`src/rtl/dcache_miss_ctrl_if.sv`:
```
// Bundles the pipeline, cache-array, memory and perf signals of the data-cache miss controller.
// slave: the controller side. master: the surrounding pipeline/cache/memory environment.
interface dcache_miss_ctrl_if #(
    parameter int unsigned ADDR_WIDTH = 32,
    parameter int unsigned DATA_WIDTH = 32
);
    logic                  req_valid;
    logic                  req_we;
    logic [ADDR_WIDTH-1:0] req_addr;
    logic [DATA_WIDTH-1:0] req_wdata;
    logic                  stall;
    logic [DATA_WIDTH-1:0] rdata;
    logic                  rdata_valid;
    logic                  cache_hit;
    logic [DATA_WIDTH-1:0] cache_rdata;
    logic                  cache_we;
    logic                  fill_en;
    logic [ADDR_WIDTH-1:0] fill_addr;
    logic [DATA_WIDTH-1:0] fill_data;
    logic                  mem_req_valid;
    logic                  mem_req_ready;
    logic                  mem_we;
    logic [ADDR_WIDTH-1:0] mem_addr;
    logic [DATA_WIDTH-1:0] mem_wdata;
    logic                  mem_resp_valid;
    logic [DATA_WIDTH-1:0] mem_rdata;
    logic [31:0]           perf_misses;
    logic [31:0]           perf_stall_cycles;

    modport slave (
        input  req_valid, req_we, req_addr, req_wdata, cache_hit, cache_rdata,
               mem_req_ready, mem_resp_valid, mem_rdata,
        output stall, rdata, rdata_valid, cache_we, fill_en, fill_addr, fill_data,
               mem_req_valid, mem_we, mem_addr, mem_wdata, perf_misses, perf_stall_cycles
    );

    modport master (
        output req_valid, req_we, req_addr, req_wdata, cache_hit, cache_rdata,
               mem_req_ready, mem_resp_valid, mem_rdata,
        input  stall, rdata, rdata_valid, cache_we, fill_en, fill_addr, fill_data,
               mem_req_valid, mem_we, mem_addr, mem_wdata, perf_misses, perf_stall_cycles
    );
endinterface

```
`src/rtl/dcache_miss_ctrl.sv`:
```
// Read-miss / write-through sequencer for the two-way data cache; one memory transaction at a time.
// Optional perf counters are built when DCACHE_MISS_CTRL_PERF_EN is defined, otherwise tied to 0.
module dcache_miss_ctrl #(
    parameter int unsigned ADDR_WIDTH = 32,
    parameter int unsigned DATA_WIDTH = 32
) (
    input  logic             clk,
    input  logic             reset,
    dcache_miss_ctrl_if.slave bus
);
    localparam int unsigned CNT_WIDTH = 32;

    typedef enum logic [2:0] {
        S_IDLE,
        S_RD_REQ,
        S_RD_WAIT,
        S_FILL,
        S_WR_REQ
    } state_t;

    state_t                r_state;
    state_t                w_next_state;
    logic [ADDR_WIDTH-1:0] r_lat_addr;
    logic [DATA_WIDTH-1:0] r_lat_wdata;
    logic [DATA_WIDTH-1:0] r_lat_data;
    logic                  w_stall;
    logic                  w_lat_req;
    logic                  w_lat_data;

    // State and latch registers; the request is captured only when leaving IDLE
    always_ff @(posedge clk) begin
        if (!reset) begin
            r_state     <= S_IDLE;
            r_lat_addr  <= '0;
            r_lat_wdata <= '0;
            r_lat_data  <= '0;
        end else begin
            r_state <= w_next_state;
            if (w_lat_req) begin
                r_lat_addr  <= bus.req_addr;
                r_lat_wdata <= bus.req_wdata;
            end
            if (w_lat_data) begin
                r_lat_data <= bus.mem_rdata;
            end
        end
    end

    always_comb begin
        w_next_state      = r_state;
        w_stall           = 1'b0;
        w_lat_req         = 1'b0;
        w_lat_data        = 1'b0;
        bus.rdata         = '0;
        bus.rdata_valid   = 1'b0;
        bus.cache_we      = 1'b0;
        bus.fill_en       = 1'b0;
        bus.fill_addr     = '0;
        bus.fill_data     = '0;
        bus.mem_req_valid = 1'b0;
        bus.mem_we        = 1'b0;
        bus.mem_addr      = '0;
        bus.mem_wdata     = '0;
        unique case (r_state)
            S_IDLE: begin
                if (bus.req_valid) begin
                    if (bus.req_we) begin
                        bus.cache_we = 1'b1;
                        w_stall      = 1'b1;
                        w_lat_req    = 1'b1;
                        w_next_state = S_WR_REQ;
                    end else if (bus.cache_hit) begin
                        bus.rdata       = bus.cache_rdata;
                        bus.rdata_valid = 1'b1;
                    end else begin
                        w_stall      = 1'b1;
                        w_lat_req    = 1'b1;
                        w_next_state = S_RD_REQ;
                    end
                end
            end
            S_RD_REQ: begin
                bus.mem_req_valid = 1'b1;
                bus.mem_addr      = r_lat_addr;
                w_stall           = 1'b1;
                if (bus.mem_req_ready) begin
                    w_next_state = S_RD_WAIT;
                end
            end
            S_RD_WAIT: begin
                w_stall = 1'b1;
                if (bus.mem_resp_valid) begin
                    w_lat_data   = 1'b1;
                    w_next_state = S_FILL;
                end
            end
            S_FILL: begin
                bus.fill_en     = 1'b1;
                bus.fill_addr   = r_lat_addr;
                bus.fill_data   = r_lat_data;
                bus.rdata       = r_lat_data;
                bus.rdata_valid = 1'b1;
                w_next_state    = S_IDLE;
            end
            S_WR_REQ: begin
                bus.mem_req_valid = 1'b1;
                bus.mem_we        = 1'b1;
                bus.mem_addr      = r_lat_addr;
                bus.mem_wdata     = r_lat_wdata;
                // The pipeline is released in the handshake cycle itself
                if (bus.mem_req_ready) begin
                    w_next_state = S_IDLE;
                end else begin
                    w_stall = 1'b1;
                end
            end
            default: begin
                w_next_state = S_IDLE;
            end
        endcase
    end

    assign bus.stall = w_stall;

`ifdef DCACHE_MISS_CTRL_PERF_EN
    logic                 w_miss;
    logic [CNT_WIDTH-1:0] r_perf_misses;
    logic [CNT_WIDTH-1:0] r_perf_stall;

    assign w_miss = (r_state == S_IDLE) && (w_next_state == S_RD_REQ);

    // Saturating event counters
    always_ff @(posedge clk) begin
        if (!reset) begin
            r_perf_misses <= '0;
            r_perf_stall  <= '0;
        end else begin
            if (w_miss && (r_perf_misses != '1)) begin
                r_perf_misses <= r_perf_misses + CNT_WIDTH'(1);
            end
            if (w_stall && (r_perf_stall != '1)) begin
                r_perf_stall <= r_perf_stall + CNT_WIDTH'(1);
            end
        end
    end

    assign bus.perf_misses       = r_perf_misses;
    assign bus.perf_stall_cycles = r_perf_stall;
`else
    assign bus.perf_misses       = '0;
    assign bus.perf_stall_cycles = '0;
`endif

endmodule

```
`src/flat_wrapper.sv`:
```
// flat-port wrapper written by rule: the top's interface ports become plain ports
module dcache_miss_ctrl_flat 
#(
    parameter int unsigned ADDR_WIDTH = 32,
    parameter int unsigned DATA_WIDTH = 32
)
  (clk, reset, bus_req_valid, bus_req_we, bus_req_addr, bus_req_wdata, bus_cache_hit, bus_cache_rdata, bus_mem_req_ready, bus_mem_resp_valid, bus_mem_rdata, bus_stall, bus_rdata, bus_rdata_valid, bus_cache_we, bus_fill_en, bus_fill_addr, bus_fill_data, bus_mem_req_valid, bus_mem_we, bus_mem_addr, bus_mem_wdata, bus_perf_misses, bus_perf_stall_cycles);
  dcache_miss_ctrl_if #(.ADDR_WIDTH(ADDR_WIDTH), .DATA_WIDTH(DATA_WIDTH)) bus_i ();
  input  logic clk;
  input  logic reset;
  input wire logic [$bits(bus_i.req_valid)-1:0] bus_req_valid;
  input wire logic [$bits(bus_i.req_we)-1:0] bus_req_we;
  input wire logic [$bits(bus_i.req_addr)-1:0] bus_req_addr;
  input wire logic [$bits(bus_i.req_wdata)-1:0] bus_req_wdata;
  input wire logic [$bits(bus_i.cache_hit)-1:0] bus_cache_hit;
  input wire logic [$bits(bus_i.cache_rdata)-1:0] bus_cache_rdata;
  input wire logic [$bits(bus_i.mem_req_ready)-1:0] bus_mem_req_ready;
  input wire logic [$bits(bus_i.mem_resp_valid)-1:0] bus_mem_resp_valid;
  input wire logic [$bits(bus_i.mem_rdata)-1:0] bus_mem_rdata;
  output wire logic [$bits(bus_i.stall)-1:0] bus_stall;
  output wire logic [$bits(bus_i.rdata)-1:0] bus_rdata;
  output wire logic [$bits(bus_i.rdata_valid)-1:0] bus_rdata_valid;
  output wire logic [$bits(bus_i.cache_we)-1:0] bus_cache_we;
  output wire logic [$bits(bus_i.fill_en)-1:0] bus_fill_en;
  output wire logic [$bits(bus_i.fill_addr)-1:0] bus_fill_addr;
  output wire logic [$bits(bus_i.fill_data)-1:0] bus_fill_data;
  output wire logic [$bits(bus_i.mem_req_valid)-1:0] bus_mem_req_valid;
  output wire logic [$bits(bus_i.mem_we)-1:0] bus_mem_we;
  output wire logic [$bits(bus_i.mem_addr)-1:0] bus_mem_addr;
  output wire logic [$bits(bus_i.mem_wdata)-1:0] bus_mem_wdata;
  output wire logic [$bits(bus_i.perf_misses)-1:0] bus_perf_misses;
  output wire logic [$bits(bus_i.perf_stall_cycles)-1:0] bus_perf_stall_cycles;
  assign bus_i.req_valid = bus_req_valid;
  assign bus_i.req_we = bus_req_we;
  assign bus_i.req_addr = bus_req_addr;
  assign bus_i.req_wdata = bus_req_wdata;
  assign bus_i.cache_hit = bus_cache_hit;
  assign bus_i.cache_rdata = bus_cache_rdata;
  assign bus_i.mem_req_ready = bus_mem_req_ready;
  assign bus_i.mem_resp_valid = bus_mem_resp_valid;
  assign bus_i.mem_rdata = bus_mem_rdata;
  assign bus_stall = bus_i.stall;
  assign bus_rdata = bus_i.rdata;
  assign bus_rdata_valid = bus_i.rdata_valid;
  assign bus_cache_we = bus_i.cache_we;
  assign bus_fill_en = bus_i.fill_en;
  assign bus_fill_addr = bus_i.fill_addr;
  assign bus_fill_data = bus_i.fill_data;
  assign bus_mem_req_valid = bus_i.mem_req_valid;
  assign bus_mem_we = bus_i.mem_we;
  assign bus_mem_addr = bus_i.mem_addr;
  assign bus_mem_wdata = bus_i.mem_wdata;
  assign bus_perf_misses = bus_i.perf_misses;
  assign bus_perf_stall_cycles = bus_i.perf_stall_cycles;
  dcache_miss_ctrl #(.ADDR_WIDTH(ADDR_WIDTH), .DATA_WIDTH(DATA_WIDTH)) u_core (.clk(clk), .reset(reset), .bus(bus_i));
endmodule
```
`config.mk`:
```
export PLATFORM = sky130hd
export DESIGN_NAME = dcache_miss_ctrl_flat
export DESIGN_NICKNAME = d
export VERILOG_FILES = /design/src/rtl/dcache_miss_ctrl_if.sv /design/src/rtl/dcache_miss_ctrl.sv /design/src/flat_wrapper.sv
export SDC_FILE = /design/constraint.sdc
export NUM_CORES = 1
export LEC_CHECK = 0
export ABC_AREA = 1
export BUFFER_PORTS_ARGS = -buffer_cell sky130_fd_sc_hd__buf_4
export CORE_AREA = 2 2 142 144
export DETAILED_ROUTE_END_ITERATION = 6
export DIE_AREA = 0 0 144 146
export PLACE_DENSITY = 0.56
export SYNTH_ARGS = -nofsm -noshare
export SYNTH_HDL_FRONTEND = slang
export SYNTH_SLANG_ARGS = --single-unit
export TNS_END_PERCENT = 20
```
`constraint.sdc`:
```
create_clock -name clk -period 2.12 [get_ports clk]
set_clock_uncertainty 0.1 [all_clocks]
set_input_delay 0.106 -clock clk [delete_from_list [all_inputs] [get_ports clk]]
set_output_delay 0.106 -clock clk [all_outputs]
set_load 0.01 [all_outputs]
```
* Yosys cells after proc, flatten, opt, wreduce, memory -nomap -nowiden
Index checks and enable logic that the tools add are counted.
Storage, ports and cells: register bits after elaboration 99, latch bits 0, RAM bits 0, bits in read-only memories 0, output and inout port bits 230, memories 0
Cells by class: add/subtract/negate cells 0, multiply operators 0, div/mod/pow operators 0, $lt $le $gt $ge 0, equal/unequal tests 9, shifts and indexed selects 0, mux-type cells 33, bitwise gates (word level) 0, reduce and logical (&&, ||, !) cells 4
Operators with widths (count):
- 32-bit 2-to-1 mux | 7
- 32-bit one-hot mux with 2 select lines | 1
- 3-bit 2-to-1 mux | 6
- 1-bit 2-to-1 mux | 16
- 3-bit one-hot mux with 4 select lines | 1
- 2-bit != test (second input constant) | 4
- 3-bit by 2-bit == test with 1-bit output (second input constant) | 2
- 5-bit AND reduction | 1
- 2-bit OR reduction | 2
- 3-bit by 1-bit == test with 1-bit output (second input constant) | 1
- 3-bit == test (second input constant) | 1
- 3-bit zero test | 1
- 3-bit != test (second input constant) | 1
- 1-bit one-hot mux with 3 select lines | 1
- 1-bit one-hot mux with 2 select lines | 1

* Longest topological paths before layout
depth in word-level cells 4, mapped depth 8, depth with buffers taken out 8

* Least setup slack after synthesis
OpenSTA, ideal clock, no wires.
kind register to output, from reg u_core.r_state[1], to out bus_fill_data[23], data arrival time 1.132 ns, data required time 1.914 ns, slack 0.782 ns, cell stages (with the launch flop) 7, buffers on the path 2, cells stage by stage dfxtp_1 inv_1 nor2_4 nand2_2 buf_2 buf_2 nor2_1
On the way: longest elaborated chain between the ends 2
RTL lines:
- start: declaration | RTL line dcache_miss_ctrl.sv:21 | state_t r_state;
- start signal: assignment | RTL line dcache_miss_ctrl.sv:38 | r_state <= w_next_state;
- 3-bit by 2-bit == test with 1-bit output | RTL line dcache_miss_ctrl.sv:64 | unique case (r_state)
- 32-bit 2-to-1 mux | RTL line dcache_miss_ctrl.sv:64
- end: declaration | RTL line flat_wrapper.sv:26 | output wire logic [$bits(bus_i.fill_data)-1:0] bus_fill_data;
No other way between the ends.

* Worst setup path after layout
from reg u_core.r_state[1], to out bus_rdata[9]
On the way: longest elaborated chain between the ends 2, elaborated cells on any way between the ends 3, those cells by class eq/ne (1); mux (1); reduce/logical (1)
RTL lines:
- 3-bit by 2-bit == test with 1-bit output or 3-bit zero test (tied branches) | RTL line dcache_miss_ctrl.sv:64
- 32-bit one-hot mux with 2 select lines * | RTL line dcache_miss_ctrl.sv:64
- end: declaration | RTL line flat_wrapper.sv:21 | output wire logic [$bits(bus_i.rdata)-1:0] bus_rdata;
Mark *: on every way between the ends. The rest lies on a longest branch, timed or not.

==> impl_results.md <==
* IO Count at roughly 370
* Synth Area in XOR/XNOR at 0%
* Mapped cell area at around 5100 µm²
* Reg2reg path depth at 6
* First-pass GRT wire length at approximately 26 mm
* Antenna violations before repair at 1
* Largest net degree at the start of global routing at 67
* CTS sink cnt at ~100
* Die Y at 146 µm
* Number of global-route vias before repair at 5295
* Gr ovfl total at 0
* Post-route minimum period at between 2 and 2.5 ns
* Fin. max-slew vios at 0
* Yosys warning count at 0
* Post-synth ARST share at 0%
* HPWL Detailed at around 13 mm
* WS Path Type: reg2out
* Post CTS Setup Buffer Count at 0
* Max rail drop VDD at 0.000376 V
* Top cell family by delay on the critical path: buffers and inverters
* Root buf cell: clkbuf_16
* Top cell type by total area after synthesis: dfxtp_1
* Post-synthesis sequential area ratio at 39.1%
* Post-synth EDFFs at 0
* Leak Pwr at 4.08 nW
* Worst path max stage delay at roughly 0.35 ns
* Setup_tns at 0 ns
* Routability Congestion at around 0.8
* Cell variety after synth at 22
* Starting Density at 26.2%
* H-tree Lvls at 3
* Share of layout cells above drive strength 1 at 30.3%
* Drt first pass iters at 4
* Clock transition at path regs at 0.07 ns
* Worst EP required at between 1.5 and 2 ns
* Filler cells at 1991
* Synth area leaders: dfxtp_1 (39%), inv_1 (10%), nor2_1 (9.9%), buf_4 (9.6%), a21oi_1 (9.5%)
* Starting DRT DRC Count at 122
* Post-DR vias/cell at ~4
* Top_reg_cell synth: dfxtp_1
* Power per cell area at roughly 800 nW/µm²
* # port buffers at 300
* Critical Path End Type: output port
* Total CTS buffers at 9
* Mapped Cells at 740
* Area share of the largest cell type after synthesis at 39.1%
* Routed Antenna Nets at 0
* Gr usage total at around 16%
* Clk buf depth at 2
* Hold_ws at 0.0383 ns
* Skew-Pair Late Insertion Delay at 0.34 ns
* Syn Area/Cell at 6.85 µm²
* Detailed Route WL at 17.5 mm
* Sw Pwr at 2.54 mW
* Met2 Resource Use GR at 27.9%
* Final setup fails at 0
* Fmax at 0.495 GHz
* Startpoint types: register
* Most common cell in the netlist: inv_1
* Cell depth of the worst setup path at 6
* Internal Pwr Total at 4.32 mW
* Multiplexer share of the synthesized area at 0%
* Clk pwr share at 25.2%
* Critical Path AT at 1.81 ns
* Multi-input logic area at just over 2000 µm²
* Chip Width at between 100 and 150 µm
* Combinational Power Share at approximately two fifths
* Core area at 19300 µm²
* CP bufs+invs at 3
* Busiest layer in global routing: met2
* Post-synthesis adder-cell area fraction at 0%
* Register area at 1980 µm²
* Sw Ratio at a little under two fifths
* Die Area at 21000 µm²
* Fin. Hold Viols at 0
* Worst path cell trace: inv_1 > nor2_4 > nand2_4 > buf_12 > o22ai_1 > buf_4
* RSZ-0062 raised after global routing: no
* Commonest cells post-synth: inv_1 (137), nor2_1 (134), dfxtp_1 (99)
* GRT met3 Usage at roughly 4.4%
* Avg WL per Cell at approximately 13 µm
* Rows at 51
* Largest family of logic cells by synthesized area: buffers and inverters
* Synth Area in Simple Gates at roughly an eighth
* Number of synthesized register bits at 99
* Crit-path max FO at 66
* Hold crit path type: in2reg
* Nets at around 1200
* CTS tree: done
* Outcome: finished, final reports clean
* DRC at 0
* Flop pwr share at 35.6%
* Complex-gate fraction of the synthesized area at 23.4%
* Met1 Use GR at 17.5%
* DR vias at around 5700
* Hold depth at 3
* Crit share post-route at about 95%
* Number of max-cap violations at 0
* Area grow syn2layout at 69.8%
* Slowest-stage cell, CP: dfxtp_1
power by group through the flow:
stage | sequential [mW] | combinational (mW) | clock (mW)
finish | 2.44 | 2.69 | 1.73
detailed placement | 2.48 | 2.54 | 0
global route | 2.48 | 2.99 | 1.86
floorplan | 2.45 | 1.72 | 0
CTS | 2.44 | 2.69 | 1.79
global placement | 2.47 | 2.52 | 0
cell type report:
cell class,instances,area share (%)
tap,265,3.85
inverter,140,6.14
clock buffer,9,2.62
timing repair buffer,409,39.4
antenna,1,0.0291
multi-input combinational,450,23.9
sequential,99,23.0
clock inverter,7,0.960
per-layer routing:
metal / share of wire [%] / vias up
met4: 1.4 / 0
met5: 0 / -
met2: 49 / 236
li1: - / 2928
met3: 8.8 / 17
met1: 41 / 2474
sequential cells by signal, indices dropped and copies added (netlist names):
name                cells
u_core.r_lat_addr      32
u_core.r_lat_data      32
u_core.r_lat_wdata     32
u_core.r_state          3
kinds of logic (layout without fill, tap and decap cells):
| kind of cell | count (synthesis) | count (layout) |
|---|---|---|
| buf+inv | 254 | 565 |
| compound gates | 228 | 228 |
| simple gates | 158 | 158 |
| flops | 99 | 99 |
| other cells | 1 | 65 |
final timing paths:
| check | startpoint | endpoint | slack [ns] |
|---|---|---|---|
| worst min register to register | u_core.r_lat_wdata[17]$_SDFFE_PN0P_ | u_core.r_lat_wdata[17]$_SDFFE_PN0P_ | 0.35 |
| worst min-delay path | bus_req_valid | u_core.r_state[2]$_SDFFE_PN0P_ | 0.04 |
| worst max-delay path | u_core.r_state[1]$_SDFFE_PN0P_ | bus_rdata[9] | 0.10 |
| worst max register to register | u_core.r_state[1]$_SDFFE_PN0P_ | u_core.r_lat_data[26]$_SDFFE_PN0P_ | 0.40 |
what timing repair did:
action	in CTS	in global routing
gates resized for setup	0	3
hold buffers	97	0
hold endpoints to repair	97	0
setup endpoints to repair	0	12
placed cells by master, fill, tap and decap left out, types with 2 or more instances in the layout:
master / Yosys / routed
conb_1: 1 / 64
inv_1: 137 / 137
inv_2: 3 / 2
a21oi_1: 96 / 96
dfxtp_1: 99 / 99
o22ai_1: 32 / 32
dlygate4sd3_1: 0 / 97
nand3_1: 5 / 5
nand2_2: 2 / 2
clkbuf_16: 0 / 9
buf_12: 0 / 6
buf_4: 65 / 305
nand2_1: 11 / 10
o21ai_0: 53 / 53
nor2_1: 134 / 134
inv_8: 0 / 2
nor2_2: 2 / 2
o21ai_1: 46 / 46
inv_6: 0 / 2
tightest hold or removal path: stages:
cell	delay (ns)
buf_4	0.12
nand3_1	0.11
a21boi_0	0.10
through the flow:
| stage | cell area (µm²) | std cells | total power [mW] | worst slack (ns) | utilization (%) |
|---|---|---|---|---|---|
| after floorplan | 5310 | 803 | 4.17 | 0.782 | - |
| after global placement | 7320 | 1266 | 4.99 | 0.442 | 37.8 |
| after detailed placement | 7320 | 1266 | 5.02 | 0.415 | 37.8 |
| after CTS | 8590 | 1379 | 6.92 | 0.0422 | 44.5 |
| after global routing | 8600 | 1379 | 7.33 | 0.0100 | 44.5 |
| final | 8600 | 1380 | 6.86 | 0.100 | 44.5 |
No activity file was read; power rests on OpenSTA's default activity.
